File: config.mk
export PLATFORM = sky130hd
export DESIGN_NAME = child_resp_collector
export DESIGN_NICKNAME = d
export VERILOG_FILES = /design/src/rtl/child_resp_pkg.sv /design/src/rtl/child_resp_fifo.sv /design/src/rtl/child_resp_collector.sv
export SDC_FILE = /design/constraint.sdc
export NUM_CORES = 1
export LEC_CHECK = 0
export ABC_AREA = 1
export CAP_MARGIN = 20
export CORE_UTILIZATION = 40
export DETAILED_ROUTE_END_ITERATION = 12
export GPL_ROUTABILITY_DRIVEN = 0
export GPL_TIMING_DRIVEN = 0
export PLACE_DENSITY = 0.68
export REMOVE_ABC_BUFFERS = 1
export SLEW_MARGIN = 20
export SYNTH_ARGS = -nofsm -noshare
export SYNTH_HDL_FRONTEND = slang
export SYNTH_SLANG_ARGS = --single-unit
File: constraint.sdc
create_clock -name clk -period 3.25 [get_ports clk]
set_input_delay 0.65 -clock clk [delete_from_list [all_inputs] [get_ports clk]]
set_output_delay 0.65 -clock clk [all_outputs]
set_load 0.02 [all_outputs]
File: src/rtl/child_resp_pkg.sv
// ----------------------------------------------------------------------------
// child_resp_pkg
// Shared definitions for the child response collector:
//   state_t     - collector FSM state encoding (IDLE, COLLECT, DRAIN, DONE)
//   SRC_ID_W    - width of the source channel id carried in each output word
//   src_id_t    - source id type
//   out_word_t  - output word layout {src_id, payload} at the default
//                 16-bit payload width; the top builds the same layout for
//                 any DATA_W as {src_id_t, payload}.
// ----------------------------------------------------------------------------
package child_resp_pkg;

    typedef enum logic [1:0] {
        ST_IDLE    = 2'd0,
        ST_COLLECT = 2'd1,
        ST_DRAIN   = 2'd2,
        ST_DONE    = 2'd3
    } state_t;

    localparam int SRC_ID_W   = 3;
    localparam int DEF_DATA_W = 16;

    typedef logic [SRC_ID_W-1:0] src_id_t;

    typedef struct packed {
        src_id_t                src_id;
        logic [DEF_DATA_W-1:0]  payload;
    } out_word_t;

endpackage

File: src/rtl/child_resp_fifo.sv
// ----------------------------------------------------------------------------
// child_resp_fifo
// Synchronous FIFO buffering collected words toward the upstream port.
// Parameters:
//   WIDTH  - word width
//   DEPTH  - number of entries, power of 2 and at least 2
// Ports:
//   clk, rst_n   - clock, asynchronous active-low reset (empties the FIFO)
//   i_push       - write i_data (ignored while full)
//   i_data       - write data
//   i_pop        - discard the head word (ignored while empty)
//   o_data       - head word, forced to zero while empty
//   o_full       - no free entry
//   o_empty      - no stored entry
//   o_count      - number of stored entries
// ----------------------------------------------------------------------------
module child_resp_fifo #(
    parameter int WIDTH = 19,
    parameter int DEPTH = 4
) (
    input  logic                       clk,
    input  logic                       rst_n,
    input  logic                       i_push,
    input  logic [WIDTH-1:0]           i_data,
    input  logic                       i_pop,
    output logic [WIDTH-1:0]           o_data,
    output logic                       o_full,
    output logic                       o_empty,
    output logic [$clog2(DEPTH):0]     o_count
);

    localparam int         AW       = $clog2(DEPTH);
    localparam logic [AW:0] FULL_CNT = (AW+1)'(DEPTH);

    logic [WIDTH-1:0] r_mem [DEPTH];
    logic [AW-1:0]    r_wr_ptr;
    logic [AW-1:0]    r_rd_ptr;
    logic [AW:0]      r_count;

    logic w_push;
    logic w_pop;

    assign w_push = i_push && (r_count != FULL_CNT);
    assign w_pop  = i_pop  && (r_count != '0);

    // Storage carries no reset; the empty flag masks stale contents.
    always_ff @(posedge clk) begin
        if (w_push) begin
            r_mem[r_wr_ptr] <= i_data;
        end
    end

    // DEPTH is a power of 2, so the pointers wrap naturally.
    always_ff @(posedge clk or negedge rst_n) begin
        if (!rst_n) begin
            r_wr_ptr <= '0;
            r_rd_ptr <= '0;
            r_count  <= '0;
        end else begin
            if (w_push) begin
                r_wr_ptr <= r_wr_ptr + 1'b1;
            end
            if (w_pop) begin
                r_rd_ptr <= r_rd_ptr + 1'b1;
            end
            case ({w_push, w_pop})
                2'b10:   r_count <= r_count + 1'b1;
                2'b01:   r_count <= r_count - 1'b1;
                default: r_count <= r_count;
            endcase
        end
    end

    assign o_full  = (r_count == FULL_CNT);
    assign o_empty = (r_count == '0);
    assign o_count = r_count;
    assign o_data  = o_empty ? '0 : r_mem[r_rd_ptr];

endmodule

File: src/rtl/child_resp_collector.sv
// ----------------------------------------------------------------------------
// child_resp_collector
// Collects one response from each channel selected in a sweep, using a
// round-robin arbiter, and forwards them upstream through an output FIFO as
// {source id, payload} words.
//
// Parameters: NUM_CH (2..8), DATA_W, FIFO_DEPTH (power of 2).
// Ports:
//   clk, rst_n    - clock, asynchronous active-low reset
//   sweep_start   - one-cycle pulse starting a sweep (honoured only in IDLE)
//   ch_mask       - channels to collect, sampled with sweep_start
//   ch_valid      - per-channel response valid
//   ch_data       - per-channel payload, channel i at [i*DATA_W +: DATA_W]
//   ch_ready      - per-channel accept, one-hot or zero
//   out_valid     - upstream word valid (FIFO not empty)
//   out_ready     - upstream accept
//   out_data      - {source id[2:0], payload}
//   sweep_done    - one-cycle pulse when the sweep has fully drained
//   busy          - FSM not in IDLE
//   perf_words    - (CHILD_RESP_COLLECTOR_PERF_EN only) saturating count of
//                   upstream transfers since reset
//   perf_stall    - (CHILD_RESP_COLLECTOR_PERF_EN only) saturating count of
//                   cycles with out_valid && !out_ready
//
// Handshake: a word moves on any port in a cycle where its valid and ready
// are both high at the rising edge; the source holds valid and data steady
// until that happens, and ready may depend combinationally on valid.
//
// Optional feature macro: CHILD_RESP_COLLECTOR_PERF_EN
// ----------------------------------------------------------------------------
module child_resp_collector
    import child_resp_pkg::*;
#(
    parameter int NUM_CH     = 5,
    parameter int DATA_W     = 16,
    parameter int FIFO_DEPTH = 4
) (
    input  logic                        clk,
    input  logic                        rst_n,
    input  logic                        sweep_start,
    input  logic [NUM_CH-1:0]           ch_mask,
    input  logic [NUM_CH-1:0]           ch_valid,
    input  logic [NUM_CH*DATA_W-1:0]    ch_data,
    output logic [NUM_CH-1:0]           ch_ready,
    output logic                        out_valid,
    input  logic                        out_ready,
    output logic [DATA_W+SRC_ID_W-1:0]  out_data,
    output logic                        sweep_done,
    output logic                        busy
`ifdef CHILD_RESP_COLLECTOR_PERF_EN
    ,
    output logic [15:0]                 perf_words,
    output logic [15:0]                 perf_stall
`endif
);

    localparam int PTR_W  = $clog2(NUM_CH);
    localparam int WORD_W = DATA_W + SRC_ID_W;
    localparam int CNT_W  = $clog2(FIFO_DEPTH) + 1;

    state_t              r_state;
    state_t              w_next;
    logic [NUM_CH-1:0]   r_pending;
    logic [PTR_W-1:0]    r_ptr;

    logic [NUM_CH-1:0]   w_req;
    logic                w_gnt_found;
    logic [PTR_W-1:0]    w_gnt_idx;
    logic [PTR_W:0]      w_scan_sum;
    logic [PTR_W-1:0]    w_scan;
    logic [NUM_CH-1:0]   w_ready;
    logic [NUM_CH-1:0]   w_clr;
    logic                w_xfer;
    logic [DATA_W-1:0]   w_payload;
    logic [WORD_W-1:0]   w_push_word;

    logic                w_fifo_full;
    logic                w_fifo_empty;
    logic [CNT_W-1:0]    w_fifo_count;
    logic                w_pop;

    // ------------------------------------------------------------------
    // Round-robin arbiter: r_ptr is the first index searched, so after a
    // grant to channel g the next search begins at g+1 (wrapping).
    // ------------------------------------------------------------------
    assign w_req = r_pending & ch_valid;

    always_comb begin
        w_gnt_found = 1'b0;
        w_gnt_idx   = '0;
        w_scan_sum  = '0;
        w_scan      = '0;
        for (int off = 0; off < NUM_CH; off++) begin
            w_scan_sum = {1'b0, r_ptr} + (PTR_W+1)'(off);
            if (w_scan_sum >= (PTR_W+1)'(NUM_CH)) begin
                w_scan_sum = w_scan_sum - (PTR_W+1)'(NUM_CH);
            end
            w_scan = w_scan_sum[PTR_W-1:0];
            if (!w_gnt_found && w_req[w_scan]) begin
                w_gnt_found = 1'b1;
                w_gnt_idx   = w_scan;
            end
        end
    end

    // A full FIFO withholds ready, so push and pop never coincide when full.
    always_comb begin
        w_ready = '0;
        if ((r_state == ST_COLLECT) && w_gnt_found && !w_fifo_full) begin
            w_ready[w_gnt_idx] = 1'b1;
        end
    end

    assign ch_ready = w_ready;
    assign w_clr    = w_ready & ch_valid;
    assign w_xfer   = |w_clr;

    always_comb begin
        w_payload = '0;
        for (int i = 0; i < NUM_CH; i++) begin
            if (PTR_W'(i) == w_gnt_idx) begin
                w_payload = ch_data[i*DATA_W +: DATA_W];
            end
        end
    end

    assign w_push_word = {src_id_t'(w_gnt_idx), w_payload};

    // ------------------------------------------------------------------
    // Output FIFO
    // ------------------------------------------------------------------
    assign w_pop     = out_valid && out_ready;
    assign out_valid = !w_fifo_empty;

    child_resp_fifo #(
        .WIDTH (WORD_W),
        .DEPTH (FIFO_DEPTH)
    ) u_fifo (
        .clk     (clk),
        .rst_n   (rst_n),
        .i_push  (w_xfer),
        .i_data  (w_push_word),
        .i_pop   (w_pop),
        .o_data  (out_data),
        .o_full  (w_fifo_full),
        .o_empty (w_fifo_empty),
        .o_count (w_fifo_count)
    );

    // ------------------------------------------------------------------
    // Sweep FSM
    // ------------------------------------------------------------------
    always_comb begin
        w_next = r_state;
        case (r_state)
            ST_IDLE: begin
                if (sweep_start) begin
                    w_next = (|ch_mask) ? ST_COLLECT : ST_DONE;
                end
            end
            ST_COLLECT: begin
                if ((r_pending & ~w_clr) == '0) begin
                    w_next = ST_DRAIN;
                end
            end
            ST_DRAIN: begin
                // Leave as soon as the last word is being popped so that
                // sweep_done follows the final upstream transfer directly.
                if (w_fifo_empty || ((w_fifo_count == CNT_W'(1)) && w_pop)) begin
                    w_next = ST_DONE;
                end
            end
            ST_DONE: begin
                w_next = ST_IDLE;
            end
            default: begin
                w_next = ST_IDLE;
            end
        endcase
    end

    always_ff @(posedge clk or negedge rst_n) begin
        if (!rst_n) begin
            r_state   <= ST_IDLE;
            r_pending <= '0;
            r_ptr     <= '0;
        end else begin
            r_state <= w_next;
            if ((r_state == ST_IDLE) && sweep_start) begin
                r_pending <= ch_mask;
            end else begin
                r_pending <= r_pending & ~w_clr;
            end
            if (w_xfer) begin
                r_ptr <= (w_gnt_idx == PTR_W'(NUM_CH-1)) ? '0 : w_gnt_idx + 1'b1;
            end
        end
    end

    assign busy       = (r_state != ST_IDLE);
    assign sweep_done = (r_state == ST_DONE);

`ifdef CHILD_RESP_COLLECTOR_PERF_EN
    // ------------------------------------------------------------------
    // Saturating performance counters
    // ------------------------------------------------------------------
    logic [15:0] r_perf_words;
    logic [15:0] r_perf_stall;

    always_ff @(posedge clk or negedge rst_n) begin
        if (!rst_n) begin
            r_perf_words <= '0;
            r_perf_stall <= '0;
        end else begin
            if (w_pop && (r_perf_words != 16'hFFFF)) begin
                r_perf_words <= r_perf_words + 16'd1;
            end
            if (out_valid && !out_ready && (r_perf_stall != 16'hFFFF)) begin
                r_perf_stall <= r_perf_stall + 16'd1;
            end
        end
    end

    assign perf_words = r_perf_words;
    assign perf_stall = r_perf_stall;
`endif

endmodule

; Yosys cells after proc, flatten, opt, wreduce, memory -nomap -nowiden
; Memory sizes are Yosys's and may differ from the RTL's.
; Cells that the tools add are included.
[totals]
regBits = 17
ram_bits = 76
output_inout_bits = 27
n_memories = 1
[op_classes]
n_addsub = 14
n_eq_ne = 16
n_bitwise = 4
reduce_logical = 29
order_cmp = 12
mux = 44
[mem_list]
columns = name, depth, width, read_ports, rd_ports_with_merged_regs, write_ports, line_no
row1 = u_fifo.r_mem, 4, 19, 1, 0, 1, child_resp_fifo.sv:35  ; logic [WIDTH-1:0] r_mem [DEPTH];
[ops]
columns = operator, count
row1 = $mux W16, 5
row2 = $mux W3, 11
row3 = $lt A3 B4 Y1 const B, 6
row4 = $mux W19, 1
row5 = $ge A4 B3 Y1 const B, 4
row6 = $and A5 B5 Y5, 3
row7 = $bmux W1 S3, 5
row8 = $sub A3 B3 Y3 const B, 5
row9 = $mux W1, 13
row10 = $logic_and A1 B1 Y1, 12
row11 = $mux W5, 2
row12 = $reduce_or A5 Y1, 2
row13 = $add A3 B2 Y4 const B, 2
row14 = $mux W2, 4
row15 = $pmux W2 S4, 1
row16 = $add A3 B1 Y3 const B, 2
row17 = $eq A2 B2 Y1 const B, 3
row18 = $eq A2 B3 Y1 const A, 2
row19 = $eq A3 B3 Y1 const B, 2
row20 = $logic_not A1 Y1, 6
row21 = $logic_not A3 Y1, 2
row22 = $pmux W3 S2, 1
row23 = $logic_not A5 Y1, 1
row24 = $not A5 Y5, 1
row25 = 19 further kinds, 23

; Depth between registers and ports, before layout
; Gate-level depths: netlist of the first run.
[logic_depth]
depth_word = 28
mapped_depth = 28
mapped_depth_nobuf = 27

; By module
; From an unflattened synthesis of the first run, not the netlist that was laid out.
[unflattened]
cells_unflattened = 748
area_unflattened_um2 = 5979.5
[modules_own_cells]
columns = mod, instances, area_each_um2, seq_area_each_um2, cells_per_inst
row1 = child_resp_fifo, 1, 3673.5, 2457.4, 358
row2 = child_resp_collector, 1, 2306.0, 250.2, 390

; Worst setup path after synthesis of the first run
; OpenSTA, ideal clock, no wires.
[synth_path]
path_kind = register -> register
startpoint = register r_ptr[0]
endpoint = memory u_fifo.r_mem[0][0], data pin
setup_time_ns = 0.179
n_path_buf = 3
synth_period_minus_slack_ns = 3.589
path_slack_ns = -0.339
arrival_time_ns = 3.410
stages_incl_launch_ff = 23
required_ns = 3.071
path_cell_list = dfrtp_1 -> buf_6 -> inv_2 -> ha_1 -> inv_1 -> fa_1 -> inv_1 -> nand2_2 -> o21ai_0 -> nand4_1 -> inv_1 -> a21oi_1 -> nand3_2 -> nor2_2 -> nand2_1 -> nand3_2 -> ha_1 -> ha_1 -> clkbuf_1 -> inv_1 -> buf_2 -> o211ai_1 -> a21oi_1
[synth_between]
elab_chain_len = 23
word_cells_on_any_way = 56
classes_between = 9 x add/sub / 5 x order compare / 4 x eq/ne / 29 x mux / 9 x reduce/logical
[synth_lines]
columns = item, line_no
row1 = start: declaration, child_resp_collector.sv:64  ; logic [PTR_W-1:0] r_ptr;
row2 = start signal: assignment, child_resp_collector.sv:195  ; r_ptr <= (w_gnt_idx == PTR_W'(NUM_CH-1)) ? '0 : w_gnt_idx + 1'b1;
row3 = branches (longest 16 deep; another with $add A3 B1 Y4), --
row4 = $mux W3 (*), child_resp_collector.sv:99  ; if (!w_gnt_found && w_req[w_scan]) begin
row5 = via u_fifo.i_data[16], child_resp_fifo.sv:24  ; input logic [WIDTH-1:0] i_data,
row6 = $logic_not A3 Y1, child_resp_collector.sv:121  ; if (PTR_W'(i) == w_gnt_idx) begin
row7 = $mux W16 (4 in series), child_resp_collector.sv:121
row8 = $mux W16 (*), child_resp_collector.sv:121
row9 = via u_fifo.i_data[0], child_resp_fifo.sv:24
row10 = end: declaration, child_resp_fifo.sv:35
; Mark *: on every way through the listed nets, which the timed path passes. The select of a mux whose other input is x is not followed.

; Final worst setup path of the first run
[layout_path]
startpoint = register r_ptr[2]
endpoint = memory u_fifo.r_mem[1][3], data pin
; Same word-level chain as after synthesis.

==> results of run 1 <==
routing by layer:
layer  track usage, %  vias up  part of all wire [%]
li1                 -     2593                     -
met1            26.88     2658                    40
met2            42.50      238                    50
met3            3.712       40                   7.2
met4            5.864        0                   2.4
met5                0        -                     0
sequential cells by signal (all words and copies together), names as in the netlist:
signal	flops
u_fifo.r_rd_ptr	2
u_fifo.r_mem	76
r_ptr	3
u_fifo.o_count	3
u_fifo.r_wr_ptr	2
r_state	2
r_pending	5
cell usage after synthesis (all sizes together):
library cell / number / area [sq um]
nor2: 118 / 483.0
nand2: 111 / 456.7
edfxtp: 76 / 2282
nand3: 69 / 392.9
inv: 60 / 230.2
a21oi: 57 / 292.8
o21ai: 57 / 296.5
ha: 26 / 325.3
o211ai: 18 / 135.1
dfrtp: 17 / 425.4
clkbuf: 14 / 52.55
buf: 13 / 92.58
a31oi: 4 / 25.02
nand4: 4 / 25.02
xor2: 4 / 35.03
xnor2: 3 / 26.28
a21boi: 2 / 15.02
clkinv: 2 / 7.510
nand3b: 2 / 15.01
o31ai: 2 / 15.01
or2: 2 / 12.52
a22oi: 1 / 7.510
fa: 1 / 20.02
nor3: 1 / 5.000
o32ai: 1 / 8.760
layout make-up:
cell class              count  area share (%)
flip-flops and latches     93           32.14
clock inverters             5          0.3405
multi-input cells         483           37.05
well taps                 180           2.665
repair inverters            3          0.2665
clock buffers              10           2.709
inverters                  62           3.227
repair buffers            178           21.60
kinds of logic (layout without fill, tap and decap cells):
family	Yosys count	count (layout)	share of synthesized area (%)
flops	93	93	47.64
fa+ha+maj	27	27	6.077
simple gates	307	307	24.46
buf+inv	89	258	6.737
compound gates	142	142	14.00
xor+xnor	7	7	1.079
per-stage QoR:
| step | hold slack (ps) | utilization, % | TNS (ps) | std cells | worst slack (ps) |
|---|---|---|---|---|---|
| detailed placement | 512.5 | 50.47 | -173960 | 939 | -1750 |
| CTS | 532.4 | 55.40 | -18470 | 975 | -345.6 |
| global placement | 495.3 | 50.17 | -215530 | 938 | -1598 |
| finish | 527.5 | 60.89 | -35840 | 1014 | -590.7 |
| floorplan | 354.4 | - | -56650 | 638 | -515.6 |
| global route | 572.8 | 60.89 | -49010 | 1014 | -730.6 |
critical path: cells and delay by family (launching register included):
| kind | cells | cell delay (ps) |
|---|---|---|
| buffers and inverters | 5 | 560 |
| adder cells (fa/ha/maj) | 2 | 500 |
| AO/OA/AOI/OAI | 3 | 500 |
| AND/OR/NAND/NOR | 14 | 1580 |
| flip-flops | 1 | 480 |
cell usage in the layout, fill, tap and decap left out, drive strengths merged, types with 3 or more instances in the layout:
master and instances:
a31oi 4, clkdlybuf4s50 111, xor2 4, edfxtp 76, nand2 111, clkinvlp 7, dlygate4sd2 4, clkbuf 12
clkinv 7, o21ai 57, nor2 118, buf 61, a21oi 57, inv 56, nand3 69, o211ai 18
nand4 4, dfrtp 17, ha 26, xnor2 3
final timing paths:
path,startpoint,end,slack (ps),depth (start not counted)
hold / removal,u_fifo.o_count[2],u_fifo.o_count[2],530,2
min in group asynchronous,rst_n,u_fifo.r_rd_ptr[1],810,1
max in group asynchronous,rst_n,u_fifo.r_rd_ptr[0],1810,1
setup reg to reg,r_ptr[2],u_fifo.r_mem[1][3],-590,24
setup / recovery,r_ptr[2],u_fifo.r_mem[1][3],-590,24
hold reg to reg,u_fifo.o_count[2],u_fifo.o_count[2],530,2
timing repair:
item	in CTS	in global routing
setup buffers	20	35
pin swaps	19	38
gates resized for setup	107	80
endpoints found under the setup margin	179	157
cloned	1	4
==> flow_summary.json, run 1 <==
{
  "die_area_sq_um": 14690,
  "cts.reportedPaths.clkPinSlew_ps": 70,
  "nets": 951,
  "cts_tree": "done",
  "ys_seq_area_share_pct": 47.64,
  "grt_max_degree": 42,
  "finalWorstSetupSlack_ps": -590.7,
  "clock_sinks": 93,
  "pin_count": 121,
  "coreArea_sq_um": 13880,
  "finalSetupViolations": 71,
  "grt.total_usage_pct": 22.78,
  "violations": "setup timing",
  "crit_type": "flip-flop to flip-flop",
  "grt_antenna_before_repair": 0,
  "start_kind": "flip-flop",
  "ys_types": 41,
  "ctsHoldBuffers": 0,
  "hold_path_class": "flip-flop to flip-flop",
  "syn_to_final_growth_pct": 48.72,
  "maxSlewViolCount": 0,
  "path_max_fanout": 8,
  "worstMarginPinSlew_ps": 881.2,
  "initial_core_util_pct": 40.94,
  "insertion_delay_ps": 340,
  "worst_clock_skew_ps": 10.44,
  "max-slew-margin-rel_pct": 41.07,
  "cts_buffer_depth": 2,
  "max_freq_mhz": 260.4,
  "rsz0062_at_grt": "true",
  "finalHoldViolCount": 0,
  "grt_pass1_wl_mm": 25.99,
  "min_period_ps": 3841,
  "synth_warnings": 0,
  "vias": 5529,
  "synth.avg_cell_area_sq_um": 8.546,
  "cts-htree-levels": 3,
  "post-route-period-util_pct": 118.2,
  "fill_cells": 1072,
  "fin_area_sq_um": 8452,
  "status": "finished with violations",
  "totalWireLength_mm": 19.01,
  "grt_remaining_overflow": 0,
  "grt_pass1_vias": 5277,
  "seq_area_sq_um": 2716,
  "die_w_microns": 121.2,
  "cts_buffers": 9,
  "vias_per_cell": 5.453,
  "drc": 0,
  "crit_path_cell_trace": "inv_2, ha_1, nand2_2, nand2_8, nand2_4, nand2_2, nand2_1, nand3_2, nand2_2, a21oi_2, nand3_2, nor2_4, nand3_4, nand3_4, buf_6, ha_4, clkinv_4, nor2_4, buf_12, clkbuf_16, nand2_1, nand3_1, o211ai_1, a21oi_2",
  "endpoint_kind": "flip-flop",
  "route.antenna.remaining_nets": 0,
  "io_buffer_count": 120,
  "drv_cap": 0,
  "synthesis.area_sq_um": 5683,
  "crit_arrival_ps": 3990,
  "antenna_cells": 0,
  "worstPathRequired_ps": 3400,
  "critical_path.slowest_cell": "dfrtp_2",
  "first_iter_violations": 457,
  "root_buffer": "clkbuf_16",
  "crit_path_frequent_cell": "nand2_2",
  "die_y_microns": 121.2,
  "netlist_instances": 665,
  "fp-row-count": 43,
  "dp_hpwl_mm": 10.57,
  "firstDrtPassIters": 5,
  "multi_input_area_sq_um": 3132,
  "drive_above_1_share_pct": 26.50,
  "ys_seq_elements": 93,
  "placed_cell_area_sq_um": 7005,
  "slowest_delay_ps": 480,
  "wl_per_cell_microns": 18.74
}
Power of run 1 is not shown: default switching activity piles up to over one toggle a cycle in this logic, so the estimate is an artifact.
==> run 2, diff against run 1 <==
PLACE_DENSITY = 0.67   (was 0.68)
SYNTH_HIERARCHICAL = 1   (was not set)
==> flow_summary.json, run 2 <==
{
  "cts_buffer_depth": 2,
  "firstDrtPassIters": 5,
  "synth_flop_cell": "edfxtp_1",
  "cts.reportedPaths.clkPinSlew_ps": 60,
  "synth-edff-count": 76,
  "synth_top_area_cell": "edfxtp_1",
  "endpoint_kind": "output pin",
  "slowest_delay_ps": 570,
  "finalSetupViolations": 94,
  "grt_pass1_vias": 5149,
  "final.setup.tns_ps": -34180,
  "grt_max_degree": 42,
  "clock_sinks": 93,
  "top_regs": "u_fifo/r_mem (76), r_pending (5)",
  "antenna_cells": 0,
  "critPathTopFamily": "simple AND/OR/NAND/NOR gates",
  "maxSlewViolCount": 0,
  "ys_seq_elements": 93,
  "synthArstFlopShare_pct": 18.28,
  "nets": 1024,
  "grt.total_usage_pct": 20.90,
  "ys_seq_area_share_pct": 45.28,
  "drv_cap": 0,
  "final_util_pct": 59.10,
  "first_iter_violations": 307,
  "synth_warnings": 6,
  "synthesis.area_sq_um": 5979,
  "whs_path_depth": 1,
  "vias": 5531,
  "cts_tree": "done",
  "reg2reg_depth": 27,
  "max_freq_mhz": 266.6,
  "min_period_ps": 3750,
  "vias_per_cell": 5.056,
  "pin_count": 121,
  "ctsHoldBuffers": 0,
  "dp_hpwl_mm": 10.26,
  "stdcell_count": 1094,
  "totalWireLength_mm": 17.05,
  "worst_clock_skew_ps": 6.434,
  "synth_top_area_share_pct": 38.17,
  "synthTopCellsByCount": "nand2_1 (182), inv_1 (131), nand3_1 (109)",
  "yosysMostFrequentCell": "nand2_1",
  "synth.avg_cell_area_sq_um": 7.994,
  "ys_types": 39,
  "largest_register_ffs": 76,
  "post-route-period-util_pct": 115.4,
  "fp-row-count": 44,
  "drc": 0,
  "insertion_delay_ps": 340,
  "grt_remaining_overflow": 0,
  "io_buffer_count": 120,
  "cts_buffers": 9,
  "grt_antenna_before_repair": 0,
  "cp.depth": 18,
  "crit_path_cell_trace": "inv_4, ha_4, inv_2, fa_2, inv_2, a21oi_4, inv_1, nand2_1, nand2_1, nand4_1, nor2_1, nor2_2, nand3_4, buf_4, nor2_4, nand3_2, inv_2, buf_6",
  "crit_type": "flip-flop to output pin",
  "critical_path.slowest_cell": "fa_2",
  "max-slew-margin-rel_pct": 41.12,
  "drive_above_1_share_pct": 22.97,
  "seq_area_sq_um": 2716,
  "worstPathRequired_ps": 2600,
  "die_w_microns": 124.3,
  "rsz0062_at_grt": "true",
  "start_kind": "flip-flop",
  "status": "finished with violations",
  "multi_input_area_sq_um": 3090,
  "grt_pass1_wl_mm": 25.74,
  "die_area_sq_um": 15440,
  "dp_cells": 1029,
  "hold_path_class": "flip-flop to flip-flop",
  "route.antenna.remaining_nets": 0,
  "cts-htree-levels": 3,
  "root_buffer": "clkbuf_16",
  "initial_core_util_pct": 41.14,
  "crit_path_frequent_cell": "inv_2",
  "finalHoldViolCount": 0,
  "path_max_fanout": 6,
  "worstMarginPinSlew_ps": 882.2,
  "path_buf_inv": 7,
  "syn_to_final_growth_pct": 43.65,
  "crit_arrival_ps": 3100,
  "wl_per_cell_microns": 15.59,
  "die_y_microns": 124.3,
  "regMostFlops": "u_fifo/r_mem",
  "final_cell_mix": "nand2_1 (164), inv_1 (117), clkdlybuf4s50_1 (115), nand3_1 (93), edfxtp_1 (76)",
  "coreArea_sq_um": 14530,
  "violations": "setup timing",
  "finalWorstSetupSlack_ps": -500.3,
  "fill_cells": 1258,
  "mostFrequentLayoutCell": "nand2_1",
  "synthTopCellsByArea": "edfxtp_1 (38%), nand2_1 (11%), nand3_1 (9.1%), inv_1 (8.2%), dfrtp_1 (7.1%)",
  "netlist_instances": 748
}
-- run 2: stage by stage --
stage               hold WS [ps]  setup WS, ps  area (sq um)
floorplan                  354.4        -637.5          5827
global placement           483.0         -1926          7258
detailed placement         485.2         -1964          7313
CTS                        498.2        -399.5          8100
global route               525.9        -665.0          8589
finish                     491.9        -500.3          8589
-- run 2: worst register-to-register path: stages, from the launching register on --
cell and delay (ps):
dfrtp_2 430, inv_4 80, ha_4 120, inv_2 40, fa_2 390, inv_2 90, nand2_4 100, nand2_4 110
nand3_1 70, nand3_1 90, nand2_2 70, a21oi_2 180, nand4_4 140, nor2_4 150, nand2_1 110, nand3_4 150
nand4_1 170, buf_4 180, buf_4 120, buf_4 120, buf_4 120, buf_4 120, nand2_2 70, nand3_2 80
o21bai_4 150, nand2_2 70, nand2_1 60, nand2_1 50
-- run 2: layout make-up --
cell class,instances,area share [%]
Inverter,141,6.468
Multi-Input combinational cell,489,35.98
Timing Repair Buffer,171,19.84
Tap cell,184,2.680
Clock inverter,5,0.6992
Sequential cell,93,31.62
Clock buffer,11,2.709
-- run 2: cells by family (layout without fill, tap and decap cells) --
kind of cell	after synthesis	after routing	synth area share (%)
buf+inv	167	328	11.40
flops	93	93	45.28
xor+xnor	5	5	1.109
compound gates	102	102	9.605
fa+ha+maj	25	25	5.482
simple gates	356	357	27.12
-- run 2: path summary, 6_finish.rpt --
kind | start | to | slack [ps]
worst max-delay path | r_ptr[0] | ch_ready[1] | -500
worst min-delay path | u_fifo/o_count[0] | u_fifo/o_count[0] | 490
worst max register to register | r_ptr[0] | r_state[1] | -470
worst min register to register | u_fifo/o_count[0] | u_fifo/o_count[0] | 490
max in group asynchronous | rst_n | u_fifo/r_rd_ptr[0] | 1900
min in group asynchronous | rst_n | r_state[1] | 770
-- run 2: timing repair --
action,in CTS,in global routing
pin swaps,19,42
gates cloned,0,2
resized for setup,103,67
endpoints found under the setup margin,179,156
setup buffers,27,20
-- run 2: metal layers --
metal | track usage, % | wire length, microns | up-vias
li1 | - | - | 2752
met1 | 26.73 | 7363 | 2568
met2 | 35.81 | 8320 | 184
met3 | 2.792 | 965 | 27
met4 | 7.938 | 401 | 0
met5 | 0 | 0 | -
Power of run 2 is left out for the same reason.
==> run 3, diff against run 2 <==
SKIP_CTS_REPAIR_TIMING = 1   (was not set)
==> flow_summary.json, run 3 (synthesis results as in run 2) <==
{
  "reg2reg_to": "u_fifo/r_mem[1][8]",
  "die_w_microns": 124.3,
  "wl_per_cell_microns": 15.48,
  "start_kind": "flip-flop",
  "finalWorstSetupSlack_ps": -573.1,
  "violations": "setup timing",
  "grt_remaining_overflow": 0,
  "cts.reportedPaths.clkPinSlew_ps": 60,
  "io_buffer_count": 120,
  "cts_buffers": 9,
  "min_to": "u_fifo/o_count[0]",
  "highest_layer": "met4",
  "crit_arrival_ps": 3170,
  "max-slew-margin-rel_pct": 42.20,
  "finalSetupViolations": 143,
  "crit_path_frequent_cell": "nand3_1",
  "maxSlewViolCount": 0,
  "antenna_cells": 0,
  "rrSetupSlack_ps": -540,
  "first_iter_violations": 289,
  "initial_core_util_pct": 41.14,
  "endpoint_kind": "output pin",
  "r2r_start": "r_ptr[0]",
  "firstDrtPassIters": 4,
  "drc": 0,
  "vias_per_cell": 5.048,
  "wl_met3_microns": 904,
  "reg2reg_depth": 25,
  "status": "finished with violations",
  "whs_ps": 493.2,
  "die_y_microns": 124.3,
  "grt_pass1_vias": 4785,
  "root_buffer": "clkbuf_16",
  "regMostFlops": "u_fifo/r_mem",
  "final_cell_mix": "nand2_1 (163), inv_1 (120), clkdlybuf4s50_1 (115), nand3_1 (94), edfxtp_1 (76)",
  "coreArea_sq_um": 14530,
  "insertion_delay_ps": 340,
  "worstHoldStart": "u_fifo/o_count[0]",
  "crit_type": "flip-flop to output pin",
  "nets": 1018,
  "rsz0062_at_grt": "true",
  "hold_path_class": "flip-flop to flip-flop",
  "totalWireLength_mm": 16.85,
  "top_regs": "u_fifo/r_mem (76), r_pending (5)",
  "grt.total_usage_pct": 19.68,
  "whs_path_depth": 1,
  "crit_path_cell_trace": "clkinv_4, ha_4, inv_2, fa_2, inv_2, buf_4, nand3_1, nand3_1, nand3_1, nand2_2, a21oi_2, nand4_4, nor2_4, nand3_1, nand3_4, buf_12, nor2_2, nand3_2, inv_1, buf_6",
  "worstPathRequired_ps": 2600,
  "worst_clock_skew_ps": 4.484,
  "drv_cap": 0,
  "largest_register_ffs": 76,
  "grt_max_degree": 42,
  "syn_to_final_growth_pct": 43.38,
  "worstMarginPinSlew_ps": 866.1,
  "cts-htree-levels": 3,
  "route.antenna.remaining_nets": 0,
  "cts_tree": "done",
  "wl_met2_mm": 8.339,
  "finalHoldViolCount": 0,
  "die_area_sq_um": 15440,
  "slowest_delay_ps": 520,
  "dp_hpwl_mm": 10.26,
  "placed_cell_area_sq_um": 7313,
  "vias": 5492,
  "mostFrequentLayoutCell": "nand2_1",
  "drive_above_1_share_pct": 21.90,
  "fill_cells": 1247,
  "min_period_ps": 3823,
  "path_max_fanout": 7,
  "max_freq_mhz": 261.6,
  "post-route-period-util_pct": 117.6,
  "grt_pass1_wl_mm": 24.23,
  "critical_path.slowest_cell": "dfrtp_4",
  "pin_count": 121,
  "met1Wirelength_mm": 7.385,
  "cts_buffer_depth": 2,
  "fin_area_sq_um": 8573,
  "clock_sinks": 93,
  "grt_antenna_before_repair": 0,
  "fp-row-count": 44
}
-- run 3: cell types whose count changed in the layout (fill, tap and decap cells not counted), sizes merged --
cell      change
clkbuf        -1
inv           -1
clkinvlp      +1
buf           -5
-- run 3: worst max path at each step --
stage | cells after the start | to | startpoint
after floorplan | 22 | u_fifo/r_mem[0][0] | r_ptr[0]
after global placement | 21 | u_fifo/r_mem[3][13] | r_ptr[0]
after detailed placement | 21 | u_fifo/r_mem[3][15] | r_ptr[0]
after CTS | 21 | u_fifo/r_mem[2][15] | r_ptr[0]
after global routing | 20 | ch_ready[1] | r_ptr[0]
final | 20 | ch_ready[1] | r_ptr[0]
-- run 3: area by class of cell --
class                   instances  area [sq um]  share of cell area (%)
clock buffers                  11         232.7                   2.715
clock inverters                 5         60.06                  0.7005
inverters                     141         549.3                   6.407
multi-input cells             489          3067                   35.77
flip-flops and latches         93          2719                   31.71
well taps                     184         230.2                   2.685
repair buffers                165          1715                   20.01
-- run 3: per-layer routing --
| metal | GRT usage [%] | vias up |
|---|---|---|
| met5 | 0 | - |
| met4 | 5.315 | 0 |
| met3 | 2.448 | 18 |
| met2 | 33.64 | 176 |
| met1 | 26.23 | 2557 |
| li1 | - | 2741 |
-- run 3: per-stage QoR --
stage	util, %	setup slack (ps)	setup TNS, ps	instances
floorplan	-	-637.5	-86960	722
global placement	49.94	-1926	-271950	1026
detailed placement	50.32	-1964	-200690	1029
CTS	52.33	-2004	-211990	1045
global route	58.99	-756.2	-68030	1088
finish	58.99	-573.1	-37230	1088
-- run 3: critical path: cells and delay by family (launching register included) --
family	cells	cell delay, ps
and+or+nand+nor	10	1110
buffers and inverters	7	660
DFF	1	520
adders and majority gates	2	460
AOI/OAI and AO/OA	1	70
Power of run 3 is left out for the same reason.
